File: src/rtl/interp_pkg.sv
// Shared types and constants for the polyphase interpolation filter.
// Default taps give linear interpolation for an upsampling ratio of 2 with 2 taps per phase.
package interp_pkg;

  typedef enum logic [1:0] {
    IDLE,
    MAC,
    HOLD
  } state_t;

  localparam logic signed [9:0] INTERP_COEFFS_DEFAULT [4] = '{10'sd128, 10'sd256, 10'sd128, 10'sd0};

endpackage

File: src/rtl/interp_coeff_rom.sv
// Combinational coefficient lookup for the polyphase filter.
// Tap j of phase k reads prototype coefficient h[j*Factor + k].
module interp_coeff_rom
  import interp_pkg::*;
#(
  parameter int Factor = 2,
  parameter int TapsPerPhase = 2,
  parameter int Coeff_bits = 10,
  parameter logic signed [Coeff_bits-1:0] Coeffs [Factor*TapsPerPhase] = INTERP_COEFFS_DEFAULT,
  localparam int TapW = (TapsPerPhase > 1) ? $clog2(TapsPerPhase) : 1,
  localparam int PhW = $clog2(Factor)
) (
  input  logic [TapW-1:0]              tap,
  input  logic [PhW-1:0]               phase,
  output logic signed [Coeff_bits-1:0] coeff
);

  localparam int Depth = Factor * TapsPerPhase;
  localparam int AddrW = $clog2(Depth);

  logic [AddrW-1:0] addr;

  assign addr  = AddrW'(tap) * AddrW'(Factor) + AddrW'(phase);
  assign coeff = Coeffs[addr];

endmodule

File: src/rtl/interp_filter.sv
// Polyphase interpolating FIR: each accepted sample yields Factor outputs, each
// computed with one time-shared signed MAC over a circular history of TapsPerPhase samples.
module interp_filter
  import interp_pkg::*;
#(
  parameter int Factor = 2,
  parameter int TapsPerPhase = 2,
  parameter int Data_bits = 10,
  parameter int Coeff_bits = 10,
  parameter logic signed [Coeff_bits-1:0] Coeffs [Factor*TapsPerPhase] = INTERP_COEFFS_DEFAULT
) (
  input  logic                        clk_i,
  input  logic                        rst_i,
  input  logic signed [Data_bits-1:0] in_data_i,
  input  logic                        in_valid_i,
  output logic                        in_ready_o,
  output logic signed [Data_bits-1:0] out_data_o,
  output logic                        out_valid_o,
  input  logic                        out_ready_i
);

  localparam int PtrW = (TapsPerPhase > 1) ? $clog2(TapsPerPhase) : 1;
  localparam int PhW = $clog2(Factor);
  localparam int AccW = Data_bits + Coeff_bits + $clog2(TapsPerPhase + 1);
  localparam int ProdW = Data_bits + Coeff_bits;
  localparam int Shift = Coeff_bits - 2;
  localparam logic [PtrW-1:0] LastTap = PtrW'(TapsPerPhase - 1);
  localparam logic [PhW-1:0] LastPhase = PhW'(Factor - 1);

  state_t state_reg, state_next;
  logic [PtrW-1:0] wr_ptr_reg, tap_reg, rd_idx;
  logic [PhW-1:0] phase_reg;
  logic signed [AccW-1:0] acc_reg, acc_sum, acc_shifted;
  logic signed [Data_bits-1:0] hist [TapsPerPhase];
  logic signed [Data_bits-1:0] sample, sat_data, out_data_reg;
  logic signed [Coeff_bits-1:0] coeff;
  logic signed [ProdW-1:0] product;
  logic out_valid_reg;
  logic accept, out_fire, last_tap, fits;

  assign in_ready_o  = (state_reg == IDLE) && !rst_i;
  assign accept      = in_valid_i && in_ready_o;
  assign out_fire    = out_valid_reg && out_ready_i;
  assign last_tap    = (tap_reg == LastTap);
  assign out_data_o  = out_data_reg;
  assign out_valid_o = out_valid_reg;

  // One register per history slot; only the slot under the write pointer loads.
  for (genvar gi = 0; gi < TapsPerPhase; gi++) begin : g_hist
    logic signed [Data_bits-1:0] entry_reg;
    always_ff @(posedge clk_i) begin
      if (rst_i) begin
        entry_reg <= '0;
      end else if (accept && (wr_ptr_reg == PtrW'(gi))) begin
        entry_reg <= in_data_i;
      end
    end
    assign hist[gi] = entry_reg;
  end

  // Newest sample sits just behind the write pointer; tap j walks further back.
  always_comb begin
    int idx;
    idx = int'(wr_ptr_reg) + TapsPerPhase - 1 - int'(tap_reg);
    if (idx >= TapsPerPhase) idx = idx - TapsPerPhase;
    rd_idx = PtrW'(idx);
  end

  assign sample = hist[rd_idx];

  interp_coeff_rom #(
    .Factor      (Factor),
    .TapsPerPhase(TapsPerPhase),
    .Coeff_bits  (Coeff_bits),
    .Coeffs      (Coeffs)
  ) u_rom (
    .tap  (tap_reg),
    .phase(phase_reg),
    .coeff(coeff)
  );

  assign product     = ProdW'(sample) * ProdW'(coeff);
  assign acc_sum     = acc_reg + AccW'(product);
  assign acc_shifted = acc_sum >>> Shift;
  assign fits        = (&acc_shifted[AccW-1:Data_bits-1]) || !(|acc_shifted[AccW-1:Data_bits-1]);

  always_comb begin
    sat_data = acc_shifted[Data_bits-1:0];
    if (!fits) begin
      sat_data = acc_shifted[AccW-1] ? {1'b1, {(Data_bits-1){1'b0}}}
                                     : {1'b0, {(Data_bits-1){1'b1}}};
    end
  end

  always_comb begin
    state_next = state_reg;
    unique case (state_reg)
      IDLE:    if (accept) state_next = MAC;
      MAC:     if (last_tap) state_next = HOLD;
      HOLD:    if (out_fire) state_next = (phase_reg == LastPhase) ? IDLE : MAC;
      default: state_next = IDLE;
    endcase
  end

  always_ff @(posedge clk_i) begin
    if (rst_i) state_reg <= IDLE;
    else       state_reg <= state_next;
  end

  always_ff @(posedge clk_i) begin
    if (rst_i) begin
      wr_ptr_reg    <= '0;
      tap_reg       <= '0;
      phase_reg     <= '0;
      acc_reg       <= '0;
      out_data_reg  <= '0;
      out_valid_reg <= 1'b0;
    end else begin
      unique case (state_reg)
        IDLE: begin
          acc_reg   <= '0;
          phase_reg <= '0;
          tap_reg   <= '0;
          if (accept) wr_ptr_reg <= (wr_ptr_reg == LastTap) ? '0 : wr_ptr_reg + PtrW'(1);
        end
        MAC: begin
          acc_reg <= acc_sum;
          if (last_tap) begin
            tap_reg       <= '0;
            out_data_reg  <= sat_data;
            out_valid_reg <= 1'b1;
          end else begin
            tap_reg <= tap_reg + PtrW'(1);
          end
        end
        HOLD: begin
          if (out_fire) begin
            out_valid_reg <= 1'b0;
            acc_reg       <= '0;
            if (phase_reg != LastPhase) phase_reg <= phase_reg + PhW'(1);
          end
        end
        default: ;
      endcase
    end
  end

endmodule

File: config.mk
export PLATFORM = sky130hd
export DESIGN_NAME = interp_filter
export DESIGN_NICKNAME = d
export VERILOG_FILES = /design/src/rtl/interp_pkg.sv /design/src/rtl/interp_coeff_rom.sv /design/src/rtl/interp_filter.sv
export SDC_FILE = /design/constraint.sdc
export NUM_CORES = 1
export LEC_CHECK = 0
export ABC_AREA = 1
export CORE_MARGIN = 4
export CORE_UTILIZATION = 54
export CTS_CLUSTER_DIAMETER = 150
export DETAILED_ROUTE_END_ITERATION = 8
export DONT_BUFFER_PORTS = 1
export PLACE_DENSITY = 0.69
export SYNTH_ARGS = -nofsm -noshare
export SYNTH_HDL_FRONTEND = slang
export SYNTH_SLANG_ARGS = --single-unit
File: constraint.sdc
create_clock -name clk_i -period 12.8 [get_ports clk_i]
set_clock_uncertainty 0.1 [all_clocks]
set_input_delay 0.64 -clock clk_i [delete_from_list [all_inputs] [get_ports clk_i]]
set_output_delay 0.64 -clock clk_i [all_outputs]
set_load 0.005 [all_outputs]
# Yosys cells after proc, flatten, opt, wreduce, memory -nomap -nowiden
# Cells that the tools add are included.
[classes]
add_sub_neg = 9
n_mul = 1
magnitude_cmp = 3
eq_ne = 5
muxes = 25
bitwise = 3
reduce_logical = 21
[ops]
columns = ["op", "count"]
rows = [
  ["$mux W10", 7],
  ["$pmux W22 S3", 1],
  ["$add A22 B20 Y22", 1],
  ["$mux W22", 1],
  ["$bmux W10 S2", 1],
  ["$mul A10 B10 Y20", 1],
  ["$mux W1", 8],
  ["$reduce_and A2 Y1", 4],
  ["$mux W2", 3],
  ["$ne A2 B2 Y1 const B", 3],
  ["$pmux W1 S2", 3],
  ["$pmux W2 S3", 1],
  ["$reduce_and A3 Y1", 2],
  ["$reduce_bool A2 Y1", 3],
  ["$ge A5 B3 Y1 const B", 1],
  ["$logic_and A1 B1 Y1", 5],
  ["$reduce_and A5 Y1", 1],
  ["$reduce_or A5 Y1", 1],
  ["$sub A4 B2 Y5", 1],
  ["$sub A3 B1 Y4 const B", 1],
  ["$add A1 B1 Y1 const B", 3],
  ["$add A1 B2 Y3 const B", 1],
  ["$ge A3 B3 Y1 const B", 1],
  ["$not A2 Y3", 1],
  ["other kinds (11)", 12],
]
[word_totals]
regBits = 58
in_bits = 14

# Logic depth before layout (Yosys ltp)
# Gate-level depths: netlist of the first run.
[depth]
depth_word = 15
depth_mapped = 24
ltp_nobuf = 23

# By module
# From an unflattened synthesis of the first run, not the netlist that was laid out.
[unflattened]
hier_cells = 1017
hier_area_um2 = 7607.3
[by_module_without_submodules]
columns = ["module", "instances", "cells_each", "area_per_inst_um2", "seq_area_each_um2"]
rows = [
  ["interp_filter", 1, 1006, 7533.5, 1161.1],
  ["interp_coeff_rom", 1, 11, 73.8, 0.0],
]

# Least setup slack after synthesis of the first run
# OpenSTA, ideal clock, no wires.
[synth_path]
path_kind = "reg2reg"
startpoint = "register wr_ptr_reg"
endpoint = "register out_data_reg[6] (netlist: out_data_o[6])"
setup_ps = 124
t_arrival_ps = 4174
required_time_ps = 12576
path_slack_ps = 8402
path_stages_with_launch = 22
n_path_buf = 1
period_less_slack_ps = 4398
cell_sequence = "dfxtp_1 > xor2_1 > clkbuf_1 > nand2_1 > o21ai_0 > nor2_1 > ha_1 > fa_1 > ha_1 > fa_1 > ha_1 > ha_1 > nand2_1 > inv_1 > a21oi_1 > nand3_1 > nand2_1 > nand2_1 > nor2_1 > nand2_1 > a21oi_4 > a21oi_1"
[synth_via]
elab_chain_len = 15
word_cells_on_any_way = 18
[synth_rtl]
columns = ["item", "line", "text"]
rows = [
  ["start: declaration", "interp_filter.sv:31", "logic [PtrW-1:0] wr_ptr_reg, tap_reg, rd_idx;"],
  ["start signal: assignment", "interp_filter.sv:124", "if (accept) wr_ptr_reg <= (wr_ptr_reg == LastTap) ? '0 : wr_ptr_reg + PtrW'(1);"],
  ["$add A1 B2 Y3 (*)", "interp_filter.sv:64", "idx = int'(wr_ptr_reg) + TapsPerPhase - 1 - int'(tap_reg);"],
  ["$sub A3 B1 Y4 (*)", "interp_filter.sv:64", ""],
  ["$sub A4 B2 Y5 (*)", "interp_filter.sv:64", ""],
  ["$ge A5 B3 Y1 / $sub A1 B1 Y1 (equally long branches)", "interp_filter.sv:65", "if (idx >= TapsPerPhase) idx = idx - TapsPerPhase;"],
  ["$mux W1 (*)", "interp_filter.sv:65", ""],
  ["$not A1 Y2 (not written as such) (*)", "interp_filter.sv:69", "assign sample = hist[rd_idx];"],
  ["$mux W10 (not written as such) (*) (3 in a row)", "interp_filter.sv:69", ""],
  ["$mul A10 B10 Y20 (*)", "interp_filter.sv:82", "assign product = ProdW'(sample) * ProdW'(coeff);"],
  ["$add A22 B20 Y22 (*)", "interp_filter.sv:83", "assign acc_sum = acc_reg + AccW'(product);"],
  ["$reduce_or A5 Y1", "interp_filter.sv:85", "assign fits = (&acc_shifted[AccW-1:Data_bits-1]) || !(|acc_shifted[AccW-1:Data_bits-1]);"],
  ["$logic_not A1 Y1", "interp_filter.sv:85", ""],
  ["$logic_or A1 B1 Y1", "interp_filter.sv:85", ""],
  ["$mux W10 (*)", "interp_filter.sv:89", "if (!fits) begin"],
  ["end signal: assignment", "interp_filter.sv:130", "out_data_reg <= sat_data;"],
  ["end: declaration", "interp_filter.sv:35", "logic signed [Data_bits-1:0] sample, sat_data, out_data_reg;"],
]
# Mark *: on every way between the ends. The rest lies on a longest branch, timed or not. The select of a mux whose other input is x is not followed.
# A chain may end at the register's enable or synchronous reset.

# Final worst setup path of the first run
[layout_path]
startpoint = "register wr_ptr_reg"
endpoint = "register out_data_reg[4] (netlist: out_data_o[4])"
# The elaborated chain is that of the path after synthesis.

==> results of run 1 <==
-- per-stage QoR --
stage          std cells  area (µm²)
6_report             571        3789
5_1_grt              571        3789
4_1_cts              571        3789
3_5_place_dp         563        3692
3_3_place_gp         563        3692
2_1_floorplan        500        3649
-- logic make-up after synthesis --
| kind of cell | count (synthesis) |
|---|---|
| XOR/XNOR | 8 |
| flip-flops | 51 |
| AND/OR/NAND/NOR | 213 |
| adder cells (fa/ha/maj) | 70 |
| AO/OA/AOI/OAI | 92 |
| buffers and inverters | 66 |
-- routing by layer --
layer	vias to the layer above	share of wire	GRT usage	wire length, µm
li1	1610	-	-	-
met1	1378	0.47	0.2361	3490
met2	44	0.48	0.3205	3536
met3	9	0.039	0.03589	286
met4	0	0.013	0.04464	95
met5	-	0	0	0
-- worst max-delay path: cells and delay by family, from the launching register on --
family	cells	cell delay, ns
XOR/XNOR	1	0.85
flip-flops	1	0.38
AND/OR/NAND/NOR	8	1.15
adder cells (fa/ha/maj)	6	2.11
AO/OA/AOI/OAI	3	0.62
-- cell type report --
class / count / share of cell area
multi-input cells: 383 / 0.6281
flip-flops and latches: 51 / 0.2695
inverters: 52 / 0.05152
well taps: 77 / 0.02543
clock buffers: 6 / 0.02180
clock inverters: 2 / 0.003633
-- worst max-delay path by stage --
stage / to / slack (ns) / cells after the start
floorplan: out_data_o[6]$_SDFFE_PP0P_ / 8.40 / 21
global placement: out_data_o[6]$_SDFFE_PP0P_ / 7.61 / 18
detailed placement: out_data_o[5]$_SDFFE_PP0P_ / 7.52 / 18
CTS: out_data_o[3]$_SDFFE_PP0P_ / 7.49 / 19
global route: out_data_o[3]$_SDFFE_PP0P_ / 6.92 / 19
finish: out_data_o[4]$_SDFFE_PP0P_ / 7.48 / 18
-- power groups by stage --
stage	logic (W)	clock network (W)	registers, W
2_1_floorplan	0.0000838	0	0.000173
3_3_place_gp	0.000102	0	0.000174
3_5_place_dp	0.000104	0	0.000174
4_1_cts	0.000105	0.000105	0.000170
5_1_grt	0.000121	0.000111	0.000171
6_report	0.000104	0.000101	0.000170
-- synth_stat cells (2+ instances only) --
library cell	count
clkbuf_1	14
xnor2_1	4
xor2_1	4
inv_1	51
a21oi_1	47
nand2_1	128
nor2_1	56
nand4_1	6
o21ai_0	40
nand3_1	15
dfxtp_1	51
nand3_2	3
nor2_2	2
ha_1	59
fa_1	11
==> results.json, run 1 <==
{
  "rsz0062_at_grt": "no",
  "synth_top_area_frac": 0.2798,
  "endpoint_kind": "flip-flop",
  "seq_power_share": 0.454,
  "crit_top_cell": "ha_1",
  "ant_nets": 0,
  "r2r_setup_slack_ns": 7.48,
  "cts_tree": "yes",
  "yosys_register_bits": 51,
  "synth_edf_count": 0,
  "cellInternalPower_w": 0.0002475,
  "worstHoldPathType": "input port to flip-flop",
  "final_core_util": 0.5866,
  "grt_pass1_vias": 2896,
  "cts-resized-gates": 0,
  "cp_slowest_cell": "xor2_1",
  "hold_ws_ns": 0.2895,
  "drc_errors": 0,
  "clk_latency_ns": 0.30,
  "grt_max_degree": 31,
  "cts.clk_slew.worst_paths_ns": 0.10,
  "slew_viol_final": 0,
  "grt_pass1_wl_mm": 12.74,
  "ir_worst_vdd_mv": 0.06727,
  "finalWorstSetupSlack_ns": 7.479,
  "largest_register_ffs": 20,
  "synth-adder-area-share": 0.2627,
  "rows": 29,
  "final_cell_mix": "128 x nand2_1, 59 x ha_1, 56 x nor2_1",
  "antenna_found_initial": 0,
  "synth_xor_area_frac": 0.01920,
  "crit_start": "wr_ptr_reg$_SDFFE_PP0P_",
  "synth_top_family_by_area": "adder cells",
  "fin_crit_sh": 0.4157,
  "grt.overflow.total": 0,
  "synth_cell_types": 24,
  "cts_buffer_depth": 2,
  "wirelength_mm": 7.409,
  "regToRegStartpoint": "wr_ptr_reg$_SDFFE_PP0P_",
  "drtPass1Iterations": 4,
  "setup_viol": 0,
  "regArea_mm2": 0.001021,
  "track_usage": 0.1848,
  "holdCritStartpoint": "rst_i",
  "p_leak_nw": 1.962,
  "min_path_cells": 1,
  "crit_path_max_fanout": 20,
  "routedWlPerCell_um": 12.98,
  "synth.avg_cell_area_um2": 7.297,
  "worstPathCellList": "xor2_1 > o21ai_0 > nor2_1 > ha_1 > fa_1 > ha_1 > fa_1 > ha_1 > ha_1 > nand2_2 > nor2_1 > nand3_1 > nand4_1 > nand2_1 > nor2_1 > nand2_1 > a21oi_4 > a21oi_1",
  "dpl_worst_slack_ns": 7.521,
  "max-cap-violations": 0,
  "hold_violations": 0,
  "cts_hold_buf": 0,
  "path_class": "flip-flop to flip-flop",
  "relSlewSlack": 0.2845,
  "synth_top_area_cell": "dfxtp_1",
  "yosysWarnings": 0,
  "numClockSinks": 51,
  "fin_setup_tns_ns": 0,
  "syn_nets": 584,
  "multi_input_area_mm2": 0.002380,
  "synth-simple-area-share": 0.2380,
  "n_antenna_cell": 0,
  "die_x_um": 90.20,
  "io_buffers": 0,
  "synth_compound_area_frac": 0.1324,
  "netlist_instances": 500,
  "ys.flop_type": "dfxtp_1",
  "ys_async_sr_fraction": 0,
  "fmax_mhz": 187.9,
  "required_ns": 12.88,
  "die_h_um": 90.20,
  "post_cts_buffers": 0,
  "initial_core_util": 0.5649,
  "place_congestion": 0.9183,
  "p_sw_w": 0.0001273,
  "routed-via-count": 3041,
  "numCtsBuffers": 5,
  "pwr-share-comb": 0.276,
  "area_delta_synth_final_pct": 3.841,
  "worstHoldEndpoint": "wr_ptr_reg$_SDFFE_PP0P_",
  "finalPower_w": 0.0003749,
  "r2r_cells": 18,
  "num-fill-cells": 609,
  "start_kind": "flip-flop",
  "power_switching_share": 0.3397,
  "core_area_mm2": 0.006459,
  "nets": 577,
  "root_buffer": "clkbuf_8",
  "min_period_ns": 5.321,
  "vias_per_cell": 5.326,
  "yosysSeqAreaShare": 0.2798,
  "drive_above_1_share": 0.03441,
  "dp.final_hpwl_mm": 5.869,
  "ios": 26,
  "muxShareOfSynthArea": 0,
  "tightest_slew_ns": 1.070,
  "die_area_mm2": 0.008135,
  "outcome": "complete, no violations",
  "synth_area_leaders": "dfxtp_1 28%, ha_1 20%, nand2_1 13%",
  "drt_iter0_markers": 128,
  "htreeDepth": 2,
  "p_per_area_mw_per_mm2": 98.95,
  "reg2reg_to": "out_data_o[4]$_SDFFE_PP0P_",
  "syn_area_mm2": 0.003648,
  "pwr-share-clk": 0.270,
  "crit_path_max_incr_delay_ns": 0.85,
  "layout_commonest_cell": "nand2_1",
  "arrival_ns": 5.40
}
Power figures use the tool's default switching activity.
==> run 2: changes to the inputs <==
PLACE_DENSITY = 0.72   (was 0.69)
clock period = 4.7 ns   (was 12.8 ns; I/O delays follow)
==> run 2 against run 1 <==
Power rose to 3.0 times the previous value. Clock-buffer cell count shrank 1. Via count grew 7.4%. Critical path depth grew 2. Register-to-register slack got worse by 7.2 ns. Clock power grew to 2.8 times the previous value. First-iteration DRC count shrank 13%. Global-route usage rose by 0.37 points. Maximum frequency is 19% higher. Critical path type unchanged. Largest power group unchanged.
==> results.json, run 2 (same netlist as run 1, synthesis figures left out) <==
{
  "crit_path_max_fanout": 5,
  "place_area_mm2": 0.003707,
  "outcome": "complete, no violations",
  "regToRegStartpoint": "last_tap$_SDFFE_PP0P_",
  "r2r_setup_slack_ns": 0.24,
  "max-cap-violations": 0,
  "finalWorstSetupSlack_ns": 0.2360,
  "final_area_mm2": 0.004217,
  "grt.overflow.total": 0,
  "largest_register_ffs": 20,
  "cts.clk_slew.worst_paths_ns": 0.11,
  "routed-via-count": 3265,
  "antenna_found_initial": 0,
  "crit_path_max_incr_delay_ns": 0.53,
  "area_delta_synth_final_pct": 15.57,
  "grt_pass1_vias": 2947,
  "cts_tree": "yes",
  "routedWlPerCell_um": 14.27,
  "r2r_cells": 20,
  "setup_viol": 0,
  "track_usage": 0.1885,
  "grt_pass1_wl_mm": 12.99,
  "die_area_mm2": 0.008135,
  "worstHoldPathType": "input port to flip-flop",
  "grt_max_degree": 31,
  "endpoint": "out_data_o[0]$_SDFFE_PP0P_",
  "endpoint_kind": "flip-flop",
  "ant_nets": 0,
  "numCtsBuffers": 5,
  "initial_core_util": 0.5649,
  "cp_slowest_cell": "fa_1",
  "rows": 29,
  "ios": 26,
  "dpl_worst_slack_ns": 0.03051,
  "die_x_um": 90.20,
  "required_ns": 4.81,
  "min_period_ns": 4.464,
  "worstPathCellList": "xor2_4 > buf_4 > nand2_1 > o21ai_0 > nor2_1 > ha_2 > fa_1 > ha_1 > fa_1 > ha_4 > ha_4 > nand2_2 > nor2_2 > nand3_2 > nand4_1 > nand2_1 > nor2_2 > nand2_2 > a21oi_4 > a21oi_1",
  "n_antenna_cell": 0,
  "reg2reg_to": "out_data_o[0]$_SDFFE_PP0P_",
  "nets": 597,
  "start_kind": "flip-flop",
  "hold_violations": 0,
  "cts_buffer_depth": 2,
  "numClockSinks": 51,
  "path_class": "flip-flop to flip-flop",
  "drt_iter0_markers": 112,
  "drc_errors": 0,
  "core_area_mm2": 0.006459,
  "fmax_mhz": 224.0,
  "drtPass1Iterations": 4,
  "fin_crit_sh": 0.9498,
  "dp.final_hpwl_mm": 5.917,
  "arrival_ns": 4.57,
  "layout_commonest_cell": "nand2_1",
  "hold_ws_ns": 0.008534,
  "place_congestion": 0.9093,
  "final_cell_mix": "120 x nand2_1, 51 x inv_1, 50 x nor2_1",
  "htreeDepth": 2,
  "p_leak_nw": 2.035,
  "die_h_um": 90.20,
  "root_buffer": "clkbuf_8",
  "wirelength_mm": 8.434,
  "clk_latency_ns": 0.32,
  "vias_per_cell": 5.525,
  "crit_start": "last_tap$_SDFFE_PP0P_",
  "num-fill-cells": 566,
  "slew_viol_final": 0,
  "tightest_slew_ns": 0.7976,
  "relSlewSlack": 0.4665,
  "ir_worst_vdd_mv": 0.1886,
  "p_per_area_mw_per_mm2": 262.6,
  "io_buffers": 0,
  "min_path_cells": 2,
  "drive_above_1_share": 0.1284
}
-- run 2: changes by cell type in the layout (fill, tap and decap cells not counted), sizes merged --
cell / previous run / this run
dlygate4sd3: 0 / 13
buf: 0 / 6
a21oi: 49 / 50
clkbuf: 6 / 5
clkinvlp: 0 / 1
-- run 2: area by class of cell --
| cell class | count | area, µm² | share of cell area |
|---|---|---|---|
| clock buffers | 5 | 68.82 | 0.01632 |
| clock inverters | 3 | 27.53 | 0.006528 |
| inverters | 52 | 195.2 | 0.04629 |
| multi-input cells | 384 | 2621 | 0.6217 |
| flip-flops and latches | 51 | 1028 | 0.2439 |
| well taps | 77 | 96.34 | 0.02285 |
| repair buffers | 19 | 178.9 | 0.04243 |
-- run 2: what timing repair did --
| action | CTS | global route |
|---|---|---|
| buffers inserted | 0 | 2 |
| resized for setup | 0 | 58 |
| hold buffers | 12 | 1 |
| endpoints found under the hold margin | 31 | 1 |
| setup endpoints to repair | 0 | 11 |
-- run 2: where the power goes --
group,leakage [nW],internal [W],switching [W]
Combinational,1.57,0.000143,0.000217
Sequential,0.415,0.000452,0.0000127
Clock,0.0463,0.000110,0.000173
-- run 2: critical path: cells and delay by family (launching register included) --
kind | cells | cell delay (ns)
and+or+nand+nor | 9 | 1.09
xor gates and xnor gates | 1 | 0.20
AOI/OAI and AO/OA | 3 | 0.41
DFF | 1 | 0.38
adders and majority gates | 6 | 2.00
buffers and inverters | 1 | 0.16
-- run 2: worst min path at each step --
stage                       from                                   to  slack, ns
floorplan                  rst_i               phase_reg$_SDFFE_PP0P_       0.21
global placement           rst_i            state_reg[1]$_SDFFE_PP0P_       0.21
global route        in_data_i[3]  g_hist[0].entry_reg[3]$_SDFFE_PP0P_       0.02
finish              in_data_i[1]  g_hist[0].entry_reg[1]$_SDFFE_PP0P_      0.009
detailed placement         rst_i              acc_reg[7]$_SDFFE_PP0P_       0.21
CTS                   in_valid_i              wr_ptr_reg$_SDFFE_PP0P_      0.001
-- run 2: metal layers --
| metal | routed length, µm | global-route usage | up-vias |
|---|---|---|---|
| met2 | 4269 | 0.3354 | 56 |
| met5 | 0 | 0 | - |
| met3 | 314 | 0.03088 | 11 |
| met1 | 3719 | 0.2380 | 1545 |
| li1 | - | - | 1653 |
| met4 | 131 | 0.04337 | 0 |
-- run 2: stage by stage --
| stage | total power, W | setup TNS [ns] | utilization | cells |
|---|---|---|---|---|
| after CTS | 0.001047 | 0 | 0.6075 | 585 |
| after global routing | 0.001179 | -0.1162 | 0.6528 | 591 |
| after global placement | 0.0007504 | 0 | 0.5740 | 565 |
| after detailed placement | 0.0007595 | 0 | 0.5740 | 565 |
| after floorplan | 0.0006987 | 0 | - | 500 |
| final | 0.001107 | 0 | 0.6528 | 591 |
